## src/rtl/full_adder_behavioral.sv

```systemverilog
// One-bit full-adder cell: the per-bit combinational stage shared by the serial adder.
module full_adder_behavioral (
  input  logic a,
  input  logic b,
  input  logic cin,
  output logic sum,
  output logic cout
);

  assign sum  = a ^ b ^ cin;
  assign cout = (a & b) | (cin & (a ^ b));

endmodule

```

## src/rtl/serial_adder.sv

```systemverilog
// Bit-serial LSB-first adder: one full-adder cell plus carry flop, WIDTH cycles per add.
// state | meaning
// IDLE  | waiting for start; last result held on sum/carry_out
// RUN   | one bit pair added per cycle, busy=1
// DONE  | one-cycle done pulse; start here is accepted like IDLE
module serial_adder #(
  parameter int WIDTH = 8
) (
  input  logic             clk,
  input  logic             rst,
  input  logic             start,
  input  logic [WIDTH-1:0] a,
  input  logic [WIDTH-1:0] b,
  input  logic             carry_in,
  output logic             busy,
  output logic             done,
  output logic [WIDTH-1:0] sum,
  output logic             carry_out
);

  localparam int CW = $clog2(WIDTH + 1);

  typedef enum logic [1:0] {
    IDLE = 2'd0,
    RUN  = 2'd1,
    DONE = 2'd2
  } state_t;

  state_t           state_q, state_d;
  logic [WIDTH-1:0] sh_a, sh_b, acc, acc_nxt;
  logic [WIDTH:0]   acc_ext;
  logic             carry_q;
  logic [CW-1:0]    cnt;
  logic             fa_sum, fa_carry, last_bit, load;

  full_adder_behavioral u_fa (
    .a    (sh_a[0]),
    .b    (sh_b[0]),
    .cin  (carry_q),
    .sum  (fa_sum),
    .cout (fa_carry)
  );

  // New bit enters at the MSB; written via a wide concat so WIDTH=1 needs no empty slice.
  assign acc_ext  = {fa_sum, acc};
  assign acc_nxt  = acc_ext[WIDTH:1];
  assign last_bit = (cnt == CW'(WIDTH - 1));

  always_comb begin
    state_d = state_q;
    load    = 1'b0;
    case (state_q)
      IDLE, DONE: begin
        if (start) begin
          state_d = RUN;
          load    = 1'b1;
        end else begin
          state_d = IDLE;
        end
      end
      RUN:     if (last_bit) state_d = DONE;
      default: state_d = IDLE;
    endcase
  end

  assign busy = (state_q == RUN);
  assign done = (state_q == DONE);

  always_ff @(posedge clk) begin
    if (rst) begin
      state_q   <= IDLE;
      sh_a      <= '0;
      sh_b      <= '0;
      acc       <= '0;
      carry_q   <= 1'b0;
      cnt       <= '0;
      sum       <= '0;
      carry_out <= 1'b0;
    end else begin
      state_q <= state_d;
      if (load) begin
        sh_a    <= a;
        sh_b    <= b;
        carry_q <= carry_in;
        cnt     <= '0;
        acc     <= '0;
      end else if (state_q == RUN) begin
        sh_a    <= sh_a >> 1;
        sh_b    <= sh_b >> 1;
        carry_q <= fa_carry;
        acc     <= acc_nxt;
        cnt     <= cnt + CW'(1);
        // Publish the whole result at once, straight from the final bit, so done lands at WIDTH+1.
        if (last_bit) begin
          sum       <= acc_nxt;
          carry_out <= fa_carry;
        end
      end
    end
  end

endmodule

```

## config.mk

```make
export PLATFORM = sky130hd
export DESIGN_NAME = serial_adder
export DESIGN_NICKNAME = d
export VERILOG_FILES = /design/src/rtl/full_adder_behavioral.sv /design/src/rtl/serial_adder.sv
export SDC_FILE = /design/constraint.sdc
export NUM_CORES = 1
export LEC_CHECK = 0
export BUFFER_PORTS_ARGS = -buffer_cell sky130_fd_sc_hd__buf_2
export CAP_MARGIN = 20
export CORE_UTILIZATION = 57
export CTS_CLUSTER_DIAMETER = 80
export DETAILED_ROUTE_END_ITERATION = 12
export PLACE_DENSITY_LB_ADDON = 0.1
export SKIP_CTS_REPAIR_TIMING = 1
export SLEW_MARGIN = 20
export SYNTH_ARGS = -nofsm -noshare
export SYNTH_HDL_FRONTEND = slang
export SYNTH_SLANG_ARGS = --single-unit
```

## constraint.sdc

```tcl
create_clock -name clk -period 2.16 [get_ports clk]
set_clock_uncertainty 0.15 [all_clocks]
set_input_delay 0.324 -clock clk [delete_from_list [all_inputs] [get_ports clk]]
set_output_delay 0.324 -clock clk [all_outputs]
set_load 0.05 [all_outputs]
```

==> impl_summary.txt, run 1 <==
----------------------------------------------------
[Worst setup path]
  Startpoint of the worst-slack reg-to-reg timing path ... state_q[1]
  Crit path max-delay family ... buffers and inverters
  Cell with the largest stage delay on the worst path ... dfxtp_1
  Worst Path Max Fanout ... 14
  Endpoint required time on the critical path ... approximately 1700 ps
  Worst-path cell chain ... nand2b_1, clkinv_1, buf_2
  Kind of critical path ... reg2out
  Critical Path Sink Type ... primary output
  Arrival time at the worst endpoint ... 1500 ps
  Kind of start point of the critical path ... flop
  Critical path buffer and inverter count ... 2
  Setup crit start ... state_q[1]
  CP max stage delay ... between 300 and 400 ps

[Floorplanning]
  Height of the die ... between 50 and 60 um
  I/O Pins ... 31
  # rows ... 18
  CORE AREA ... 2520 um^2
  Die Wd ... 54.1 um
  Effective utilization at floorplan ... 0.614
  Die ar. ... between 2000 and 3000 um^2

[Logic synthesis]
  Mapped cell area ... around 1500 um^2
  Mux contribution to synthesized area ... 0.0647
  Async set-reset flop share out of synthesis ... 0
  Number of enable-type register cells in the synthesized netlist ... 0
  Synthesized net count ... 202
  Synthesis Warnings ... 0
  Synthesized area per cell ... 8.60 um^2
  Cell count after synthesis ... 180
  Compound-cell area share of the yosys netlist ... 0.128
  Count of cell types in the netlist ... 27
  Post-synth top area share ... 0.504
  Xor and xnor fraction of the mapped netlist area ... 0.0113
  #FFs+latches synth ... 39
  Largest cells by area after synthesis ... dfxtp_1 50%, nand2_1 11%, mux2i_1 6.5%
  Area fraction in and, or, nand and nor cells after synthesis ... 0.225
  Leading area contributor after synthesis ... dfxtp_1
  Register area share after synthesis ... 0.504
  Largest family of logic cells by synthesized area ... simple AND/OR/NAND/NOR gates
  Synthesized-area fraction occupied by adder cells ... 0.0210
  Most frequently used flop master after synthesis ... dfxtp_1

[Power]
  Switching Share ... 0.243
  Sequential cell fraction of total power ... 0.538
  Switching pwr ... roughly 350 uW
  Worst IR drop on VDD ... between 0.0006 and 0.0007 V
  Relative contribution of combinational cells to total power ... 0.109
  Internal power ... 1.09 mW
  Leakage ... about 0.69 nW
  Cell Pwr Density ... around 800 nW/um^2
  Power share of the clock group ... 0.354

[Clock network]
  Clock root buffer ... clkbuf_4
  Clock tree buffer depth ... 2
  Sink count of the clock tree ... 39
  CTS Buf Count ... 5
  H-tree lvl count ... 2
  Clock-pin slew of the registers on the worst-case setup and hold paths ... around 110 ps
  Latest clock arrival within the worst-skew pair ... ~340 ps
  Clock tree from TritonCTS ... built

[Placed design]
  Post-detailed-placement half-perimeter wirelength ... 1990 um
  Instance area after placement ... 1700 um^2
  Port buffer count ... 30
  Last weighted congestion value of the routability-driven placer ... just over 0.7

[Global route]
  GRT Resource Usage Total ... 0.238
  Grt ovf ... 0
  Maximum number of pins on one net before global-route repair ... 29
  Initial antenna violation count ... 0
  Via count of the first global-routing pass ... 1085
  Wire length of the first global-routing pass ... approximately 4900 um

[STA]
  Final worst-path cycle share ... 0.912
  Achievable clock frequency ... slightly above 500 MHz
  Final critical delay including setup and external delays ... approximately 2000 ps
  Relative max-transition margin ... 0.691
  Final Hold Fails ... 0
  Slew @ Worst Pin ... about 460 ps
  Fin Setup TNS ... 0 ps
  Unrepaired setup endpoints after global routing ... false
  Number of setup violations in the final report ... 0
  Final Slew Violations ... 0

[Finish]
  Share of cells above drive strength 1 ... 0.205
  Diode insertion count for antenna repair ... 0
  Final layout net count ... approximately 230
  Area Growth Syn to Fin ... 15.5%
  Sequential cell area in the final layout ... 781 um^2
  Final std cell area, no fill ... 1790 um^2
  Multi-input combinational cell area ... just under 700 um^2
  Fill count ... about 220

[Route]
  Residual DRC ... 0
  Final wirelength ... around 3000 um
  Drt wl/cell ... around 13 um
  Starting DRT DRC Count ... 27
  Number of nets with antenna violations after detailed routing ... 0
  Via total after detailed routing ... about 1300
  Initial DRT Pass Iterations ... 4
  Via density per instance ... between 5 and 6

[Hold path]
  Worst min-delay path class ... in2reg
  Worst hold path startpoint ... a[7]

[Run status]
  Result of the run ... finished, final reports clean

[Run]
  # Max-Cap Violations ... 0

----------------------------------------------------
synth_stat cells, drive strengths merged (2+ instances only):
library cell and n:
nand2b 2, mux2i 10, nor2 4, clkbuf 4, nand3b 2, a21oi 14, buf 8, nor3 16
nand2 46, a22oi 3, nand3 5, o21ai 6, a31oi 5, o22ai 7, dfxtp 39
tightest hold or removal path: cells and delay by family:
family | cells | cell delay, ps
AO/OA/AOI/OAI | 1 | 60
buffers and inverters | 1 | 100
AND/OR/NAND/NOR | 1 | 60
state kept, by name, indices dropped and copies added, names as in the netlist:
| register | count |
|---|---|
| acc | 7 |
| carry_out | 1 |
| carry_q | 1 |
| cnt | 4 |
| sh_a | 8 |
| sh_b | 8 |
| state_q | 2 |
| sum | 8 |
path summary, 6_finish.rpt:
kind / to / slack, ps / depth (start not counted)
min reg2reg: sum[1] / 310 / 2
max reg2reg: cnt[0] / 570 / 5
max: busy / 190 / 3
min: sh_a[7] / 90 / 3
cell type report:
type | instances | area share
tap | 30 | 0.0210
clock buffer | 6 | 0.0287
timing repair buffer | 34 | 0.101
multi-input combinational | 127 | 0.389
sequential | 39 | 0.437
clock inverter | 2 | 0.0196
inverter | 2 | 0.00420
layer usage:
metal | up-vias | track usage | routed length (um)
met5 | - | 0 | 0
met1 | 623 | 0.311 | 1480
met3 | 2 | 0.0904 | 139
met2 | 28 | 0.360 | 1410
met4 | 0 | 0.0769 | 15
li1 | 675 | - | -
cell usage in the layout (no fill, tap or decap):
master,n
nor2b_1,1
clkinv_2,1
bufinv_16,1
nand3b_1,2
or3_1,1
clkbuf_8,1
clkbuf_4,5
dfxtp_1,39
buf_2,30
nor3_1,16
nand2_1,46
inv_1,1
mux2i_1,10
a22oi_1,3
a21oi_1,14
nand3_1,5
xor2_1,1
and2b_1,1
ha_1,1
xnor2_1,1
nand2b_1,2
nor2_1,3
clkinv_1,1
o21ai_0,6
nor2_4,1
buf_4,4
fa_1,1
o22ai_1,7
a31oi_1,5
through the flow:
| stage | instances | util | hold WS, ps | power (mW) | setup WS [ps] |
|---|---|---|---|---|---|
| after CTS | 240 | 0.709 | 86.3 | 1.44 | 186 |
| after global routing | 240 | 0.709 | 92.3 | 1.49 | 66.7 |
| after global placement | 232 | 0.675 | 288 | 0.936 | 609 |
| after floorplan | 180 | - | 253 | 0.900 | 663 |
| after detailed placement | 232 | 0.675 | 300 | 0.942 | 574 |
| final | 240 | 0.709 | 87.0 | 1.43 | 189 |
kinds of logic after synthesis:
logic type / after synthesis
buf+inv: 14
compound gates: 35
flops: 39
mux: 10
simple gates: 78
xor+xnor: 2
fa+ha+maj: 2
power by group through the flow:
stage                     logic, mW  clock network, mW  registers, mW
final                         0.156              0.507          0.771
after global routing          0.176              0.536          0.776
after floorplan               0.117                  0          0.783
after detailed placement      0.154                  0          0.787
after global placement        0.150                  0          0.786
after CTS                     0.156              0.512          0.771
(Power assumes the default switching activity.)
==> inputs of run 2 (changes only) <==
--- a/config.mk
+++ b/config.mk
@@ -5,11 +5,13 @@
 export SDC_FILE = /design/constraint.sdc
 export NUM_CORES = 1
 export LEC_CHECK = 0
+export ABC_AREA = 1
 export BUFFER_PORTS_ARGS = -buffer_cell sky130_fd_sc_hd__buf_2
-export CAP_MARGIN = 20
-export CORE_UTILIZATION = 57
+export CAP_MARGIN = 25
+export CORE_UTILIZATION = 58
 export CTS_CLUSTER_DIAMETER = 80
 export DETAILED_ROUTE_END_ITERATION = 12
+export HOLD_SLACK_MARGIN = 0.03
 export PLACE_DENSITY_LB_ADDON = 0.1
 export SKIP_CTS_REPAIR_TIMING = 1
 export SLEW_MARGIN = 20
==> run 2 against run 1 <==
Compared with the run above: critical path depth stayed put; die area is 8.4% higher; cell count is 30% higher; via count is 16% higher; fmax is 3.7% higher; sequential power is 0.5% higher; largest cell class unchanged; highest routed layer unchanged; clock power is 18% higher; hold slack worse by 38 ps; non-clock buffer count is 1 higher; sequential cell count stayed put; largest power group unchanged; combinational power is 17% higher.
==> impl_summary.txt, run 2 <==
----------------------------------------------------
[Finish]
  Diode insertion count for antenna repair ... 0 (unchanged)
  Share of cells above drive strength 1 ... 0.179 (was 0.205)
  Commonest non-fill, non-tap cell in the layout ... nand2_1 (unchanged)
  Fill count ... 253 (was 222)
  Registers with the most flip-flops ... sh_a (8), sh_b (8), sum (8) (unchanged)
  Multi-input combinational cell area ... 748 um^2 (was 696 um^2)
  Sequential cell area in the final layout ... 781 um^2 (unchanged)
  Utilization after layout ... 0.713 (was 0.709)
  Non-filler instance count after layout ... 311 (was 240)
  Commonest cells after routing, fill and taps aside ... 69 x nand2_1, 39 x dfxtp_1, 34 x nand3_1 (was 46 x nand2_1, 39 x dfxtp_1, 30 x buf_2)
  Final layout net count ... 301 (was 231)
  Area Growth Syn to Fin ... 15.9% (was 15.5%)

[Logic synthesis]
  Post-synth top area share ... 0.456 (was 0.504)
  Compound-cell area share of the yosys netlist ... 0.0848 (was 0.128)
  Synthesized-area fraction occupied by adder cells ... 0.0190 (was 0.0210)
  Most frequently used flop master after synthesis ... dfxtp_1 (unchanged)
  Synthesis Warnings ... 0 (unchanged)
  Synthesized area per cell ... 6.93 um^2 (was 8.60 um^2)
  Leading area contributor after synthesis ... dfxtp_1 (unchanged)
  Top cell types by occurrence after synthesis ... 69 x nand2_1, 39 x dfxtp_1, 34 x nand3_1 (was 46 x nand2_1, 39 x dfxtp_1, 16 x nor3_1)
  Largest family of logic cells by synthesized area ... simple AND/OR/NAND/NOR gates (unchanged)
  Mux contribution to synthesized area ... 0 (was 0.0647)
  Number of enable-type register cells in the synthesized netlist ... 0 (unchanged)
  Register area share after synthesis ... 0.456 (was 0.504)
  Synthesized net count ... 269 (was 202)
  Most numerous cell in the Yosys netlist ... nand2_1 (unchanged)
  Largest cells by area after synthesis ... dfxtp_1 46%, nand2_1 15%, nand3_1 9.9% (was dfxtp_1 50%, nand2_1 11%, mux2i_1 6.5%)
  Async set-reset flop share out of synthesis ... 0 (unchanged)
  Xor and xnor fraction of the mapped netlist area ... 0 (was 0.0113)
  Area fraction in and, or, nand and nor cells after synthesis ... 0.333 (was 0.225)
  Count of cell types in the netlist ... 19 (was 27)
  #FFs+latches synth ... 39 (unchanged)
  Cell count after synthesis ... 247 (was 180)
  Mapped cell area ... 1710 um^2 (was 1550 um^2)

[Hold path]
  Hold-critical path endpoint ... sh_b[7] (was sh_a[7])
  WHS Path Cells ... 3 (unchanged)
  Worst hold path startpoint ... b[7] (was a[7])
  Worst min-delay path class ... in2reg (unchanged)

[STA]
  Final critical delay including setup and external delays ... 1900 ps (was 1970 ps)
  Final Hold Fails ... 0 (unchanged)
  Worst hold margin ... 49.2 ps (was 87.0 ps)
  Final Slew Violations ... 0 (unchanged)
  Relative max-transition margin ... 0.802 (was 0.691)
  Fin Setup TNS ... 0 ps (unchanged)
  Final worst-path cycle share ... 0.880 (was 0.912)
  Slew @ Worst Pin ... 297 ps (was 464 ps)
  Achievable clock frequency ... 526 MHz (was 507 MHz)
  Unrepaired setup endpoints after global routing ... false (unchanged)
  Number of setup violations in the final report ... 0 (unchanged)

[Route]
  Residual DRC ... 0 (unchanged)
  Via total after detailed routing ... 1534 (was 1328)
  Drt wl/cell ... 10.5 um (was 12.7 um)
  Starting DRT DRC Count ... 62 (was 27)
  Final wirelength ... 3260 um (was 3050 um)
  Number of nets with antenna violations after detailed routing ... 0 (unchanged)
  Initial DRT Pass Iterations ... 5 (was 4)
  Via density per instance ... 4.93 (was 5.53)

[Worst setup path]
  Endpoint required time on the critical path ... 1690 ps (about the same)
  Cell with the largest stage delay on the worst path ... dfxtp_1 (unchanged)
  Crit Reg-Reg Endpoint ... sum[1] (was cnt[0])
  Worst reg2reg setup slack ... 510 ps (was 570 ps)
  FF-to-FF path depth ... 5 (unchanged)
  CP max stage delay ... 510 ps (was 360 ps)
  Arrival time at the worst endpoint ... 1430 ps (was 1500 ps)
  Kind of start point of the critical path ... flop (unchanged)
  Critical Path Sink Type ... primary output (unchanged)
  Worst-path cell chain ... inv_1, nor2_2, buf_2 (was nand2b_1, clkinv_1, buf_2)
  Worst Path Max Fanout ... 6 (was 14)
  Startpoint of the worst-slack reg-to-reg timing path ... state_q[0] (was state_q[1])
  Kind of critical path ... reg2out (unchanged)

[Clock network]
  Clock-pin slew of the registers on the worst-case setup and hold paths ... 120 ps (was 110 ps)
  Sink count of the clock tree ... 39 (unchanged)
  Clock tree from TritonCTS ... built (unchanged)
  H-tree lvl count ... 2 (unchanged)
  CTS Buf Count ... 5 (unchanged)
  Clock root buffer ... clkbuf_4 (unchanged)
  Clock tree buffer depth ... 2 (unchanged)
  Latest clock arrival within the worst-skew pair ... 340 ps (about the same)

[Floorplanning]
  Height of the die ... 56.3 um (was 54.1 um)
  Die Wd ... 56.3 um (was 54.1 um)
  I/O Pins ... 31 (unchanged)
  Effective utilization at floorplan ... 0.615 (was 0.614)
  # rows ... 19 (was 18)
  Die ar. ... 3170 um^2 (was 2930 um^2)
  CORE AREA ... 2780 um^2 (was 2520 um^2)

[Run status]
  Result of the run ... finished, final reports clean (unchanged)

[Global route]
  Maximum number of pins on one net before global-route repair ... 26 (was 29)
  GRT Resource Usage Total ... 0.236 (was 0.238)
  Via count of the first global-routing pass ... 1369 (was 1085)
  Initial antenna violation count ... 0 (unchanged)
  Grt ovf ... 0 (unchanged)
  Wire length of the first global-routing pass ... 5940 um (was 4910 um)

[Run]
  # Max-Cap Violations ... 0 (unchanged)

[Placed design]
  Number of instances in the placed design ... 303 (was 232)
  Last weighted congestion value of the routability-driven placer ... 0.829 (was 0.705)
  Port buffer count ... 30 (unchanged)
  Post-detailed-placement half-perimeter wirelength ... 2290 um (was 1990 um)

[Power]
  Leakage ... 0.979 nW (was 0.690 nW)
  Cell Pwr Density ... 784 nW/um^2 (was 802 nW/um^2)
  Total chip power ... 1.56 mW (was 1.43 mW)
  Worst IR drop on VDD ... 0.000705 V (was 0.000635 V)

----------------------------------------------------
==> run 2: cell types whose count changed after synthesis, moves of 5 or more <==
cell,previous run,this run
inv_1,1,31
nand3_1,5,34
nand2_1,46,69
nor2_1,3,24
nor3_1,16,1
mux2i_1,10,0
o22ai_1,7,0
a21oi_1,14,19
a31oi_1,5,0
==> run 2: layout make-up <==
type	instances	share of cell area
clock buffers	6	0.0208
well taps	31	0.0195
inverters	34	0.0643
clock inverters	2	0.0303
multi-input cells	164	0.377
repair buffers	35	0.0946
flip-flops and latches	39	0.393
==> run 2: worst max path at each step <==
| stage | from | end | slack, ps | cells after the start |
|---|---|---|---|---|
| 5_1_grt | state_q[0] | busy | 170 | 3 |
| 3_3_place_gp | state_q[0] | sum[6] | 590 | 5 |
| 3_5_place_dp | state_q[0] | carry_out | 520 | 5 |
| 6_report | state_q[0] | busy | 260 | 3 |
| 2_1_floorplan | state_q[0] | done | 560 | 2 |
| 4_1_cts | state_q[0] | busy | 260 | 3 |
==> run 2: critical path, delay by kind of cell (launching register included) <==
| family | cells | cell delay (ps) |
|---|---|---|
| buf+inv | 2 | 440 |
| simple gates | 1 | 140 |
| flops | 1 | 510 |
==> run 2: layer usage <==
layer  vias up  wire, um  GRT usage
met5         -         0          0
met4         0        45     0.0941
met3         7       163     0.0507
met2        42      1470      0.372
met1       655      1580      0.315
li1        830         -          -
==> run 2: through the flow <==
| step | worst slack (ps) | area [um^2] |
|---|---|---|
| after floorplan | 562 | 1710 |
| after global placement | 590 | 1880 |
| after detailed placement | 518 | 1880 |
| after CTS | 262 | 1980 |
| after global routing | 174 | 1980 |
| final | 260 | 1980 |
==> run 2: logic make-up after synthesis <==
family | count (synthesis)
AND/OR/NAND/NOR | 133
buffers and inverters | 44
flip-flops | 39
AO/OA/AOI/OAI | 29
adder cells (fa/ha/maj) | 2
==> run 2: power by group <==
group	internal (mW)	total (mW)	switching, mW
sequential	0.752	0.775	0.0221
clock	0.361	0.599	0.238
combinational	0.0674	0.183	0.115
total	1.18	1.56	0.375
==> inputs of run 3 (changes only) <==
--- a/config.mk
+++ b/config.mk
@@ -8,11 +8,13 @@
 export ABC_AREA = 1
 export BUFFER_PORTS_ARGS = -buffer_cell sky130_fd_sc_hd__buf_2
 export CAP_MARGIN = 25
+export CORE_ASPECT_RATIO = 0.8
 export CORE_UTILIZATION = 58
 export CTS_CLUSTER_DIAMETER = 80
 export DETAILED_ROUTE_END_ITERATION = 12
 export HOLD_SLACK_MARGIN = 0.03
 export PLACE_DENSITY_LB_ADDON = 0.1
+export SETUP_SLACK_MARGIN = 0.02
 export SKIP_CTS_REPAIR_TIMING = 1
 export SLEW_MARGIN = 20
 export SYNTH_ARGS = -nofsm -noshare
==> constraint.sdc (replaced) <==
create_clock -name clk -period 2.16 [get_ports clk]
set_clock_uncertainty 0.15 [all_clocks]
set_input_delay 0.432 -clock clk [delete_from_list [all_inputs] [get_ports clk]]
set_output_delay 0.432 -clock clk [all_outputs]
set_load 0.05 [all_outputs]
==> run 3 against run 2 <==
Compared with the run above: register-to-register slack worse by 20 ps; sequential share of layout area is 0.38 points higher; non-clock buffer count is 2 lower; first-iteration DRC count is 40% higher; clock power is 18% lower.
==> impl_summary.txt, run 3 (synthesis results as in run 2) <==
----------------------------------------------------
[Route]
  Number of nets with antenna violations after detailed routing ... 0 (unchanged)
  Starting DRT DRC Count ... 87 (was 62)
  Drt wl/cell ... 10.5 um (about the same)
  Final wirelength ... 3320 um (was 3260 um)
  Via total after detailed routing ... 1582 (was 1534)
  Via density per instance ... 5.01 (was 4.93)
  Residual DRC ... 0 (unchanged)
  Initial DRT Pass Iterations ... 4 (was 5)

[Clock network]
  Clock tree buffer depth ... 2 (unchanged)
  Clock-pin slew of the registers on the worst-case setup and hold paths ... 80 ps (was 120 ps)
  CTS Buf Count ... 5 (unchanged)
  Clock root buffer ... clkbuf_8 (was clkbuf_4)
  Clock tree from TritonCTS ... built (unchanged)
  Sink count of the clock tree ... 39 (unchanged)
  H-tree lvl count ... 2 (unchanged)
  Latest clock arrival within the worst-skew pair ... 300 ps (was 340 ps)

[Floorplanning]
  # rows ... 17 (was 19)
  I/O Pins ... 31 (unchanged)
  Height of the die ... 50.6 um (was 56.3 um)
  Die ar. ... 3170 um^2 (about the same)
  Effective utilization at floorplan ... 0.614 (was 0.615)
  CORE AREA ... 2790 um^2 (was 2780 um^2)
  Die Wd ... 62.7 um (was 56.3 um)

[Worst setup path]
  Endpoint required time on the critical path ... 1580 ps (was 1690 ps)
  Arrival time at the worst endpoint ... 1260 ps (was 1430 ps)
  Crit Reg-Reg Endpoint ... sum[6] (was sum[1])
  Worst Path Max Fanout ... 4 (was 6)
  Kind of critical path ... reg2out (unchanged)
  CP max stage delay ... 430 ps (was 510 ps)
  Cell with the largest stage delay on the worst path ... dfxtp_1 (unchanged)
  Kind of start point of the critical path ... flop (unchanged)
  Critical Path Sink Type ... primary output (unchanged)
  FF-to-FF path depth ... 6 (was 5)
  Worst-path cell chain ... inv_1, nor2_2, buf_2 (unchanged)
  Startpoint of the worst-slack reg-to-reg timing path ... state_q[1] (was state_q[0])
  Worst reg2reg setup slack ... 490 ps (was 510 ps)

[Hold path]
  WHS Path Cells ... 3 (unchanged)
  Worst min-delay path class ... in2reg (unchanged)
  Worst hold path startpoint ... b[7] (unchanged)
  Hold-critical path endpoint ... sh_b[7] (unchanged)

[Finish]
  Share of cells above drive strength 1 ... 0.176 (was 0.179)
  Final layout net count ... 299 (was 301)
  Diode insertion count for antenna repair ... 0 (unchanged)
  Commonest cells after routing, fill and taps aside ... 69 x nand2_1, 39 x dfxtp_1, 34 x nand3_1 (unchanged)
  Commonest non-fill, non-tap cell in the layout ... nand2_1 (unchanged)
  Registers with the most flip-flops ... sh_a (8), sh_b (8), sum (8) (unchanged)
  Area Growth Syn to Fin ... 14.8% (was 15.9%)
  Utilization after layout ... 0.705 (was 0.713)

[STA]
  Final Hold Fails ... 0 (unchanged)
  Final Slew Violations ... 0 (unchanged)
  Unrepaired setup endpoints after global routing ... false (unchanged)
  Final worst-path cycle share ... 0.852 (was 0.880)
  Achievable clock frequency ... 543 MHz (was 526 MHz)
  Fin Setup TNS ... 0 ps (unchanged)
  Relative max-transition margin ... 0.539 (was 0.802)
  Slew @ Worst Pin ... 690 ps (was 297 ps)
  Worst hold margin ... 206 ps (was 49.2 ps)
  Final critical delay including setup and external delays ... 1840 ps (was 1900 ps)
  Number of setup violations in the final report ... 0 (unchanged)

[Power]
  Worst IR drop on VDD ... 0.000558 V (was 0.000705 V)
  Leakage ... 0.957 nW (was 0.979 nW)
  Cell Pwr Density ... 734 nW/um^2 (was 784 nW/um^2)

[Global route]
  GRT Resource Usage Total ... 0.243 (was 0.236)
  Grt ovf ... 0 (unchanged)
  Via count of the first global-routing pass ... 1378 (was 1369)
  Maximum number of pins on one net before global-route repair ... 27 (was 26)
  Initial antenna violation count ... 0 (unchanged)
  Wire length of the first global-routing pass ... 5900 um (was 5940 um)

[Run]
  # Max-Cap Violations ... 0 (unchanged)

[Placed design]
  Last weighted congestion value of the routability-driven placer ... 0.815 (was 0.829)
  Post-detailed-placement half-perimeter wirelength ... 2270 um (was 2290 um)
  Port buffer count ... 30 (unchanged)

[Run status]
  Result of the run ... finished, final reports clean (unchanged)

----------------------------------------------------
==> run 3: cell count changes in the layout (fill, tap and decap cells not counted) <==
cell / previous run / this run
clkbuf_8: 0 / 5
clkbuf_1: 1 / 0
clkinvlp_4: 0 / 2
buf_4: 5 / 3
bufinv_16: 2 / 0
clkbuf_4: 5 / 0
clkinv_2: 0 / 1
==> run 3: worst max-delay path: cells and delay by family (launching register included) <==
kind	cells	cell delay, ps
buf+inv	2	400
flops	1	430
simple gates	1	140
==> run 3: report_power, final <==
part / total, mW / internal [mW] / switching (mW)
combinational: 0.179 / 0.0642 / 0.115
clock: 0.491 / 0.225 / 0.266
sequential: 0.773 / 0.752 / 0.0206
total: 1.44 / 1.04 / 0.402
==> run 3: worst max path at each step <==
stage,cells past startpoint,slack [ps],from,end
final,3,320,state_q[0],busy
after detailed placement,6,380,rst,sh_b[1]
after global placement,6,420,rst,sh_a[1]
after global routing,3,270,state_q[0],busy
after CTS,3,330,state_q[0],busy
after floorplan,2,450,state_q[0],done
==> run 3: final cells by class <==
type / instances / area, um^2
Sequential cell: 39 / 781
Fill cell: 272 / 821
Inverter: 34 / 128
Clock buffer: 5 / 68.8
Tap cell: 38 / 47.5
Timing Repair Buffer: 33 / 173
Clock inverter: 3 / 20.0
Multi-Input combinational cell: 164 / 748
==> run 3: metrics by stage <==
stage / std cells / cell area, um^2 / setup WS (ps) / total power, mW
2_1_floorplan: 247 / 1710 / 454 / 0.921
3_3_place_gp: 308 / 1880 / 415 / 0.965
3_5_place_dp: 308 / 1880 / 378 / 0.968
4_1_cts: 316 / 1970 / 333 / 1.45
5_1_grt: 316 / 1970 / 273 / 1.51
6_report: 316 / 1970 / 319 / 1.44
==> run 3: layer usage <==
layer | track usage | vias to the layer above | wire, um
met5 | 0 | - | 0
met4 | 0.105 | 0 | 61
met3 | 0.0614 | 8 | 187
met2 | 0.386 | 39 | 1380
met1 | 0.314 | 709 | 1690
li1 | - | 826 | -
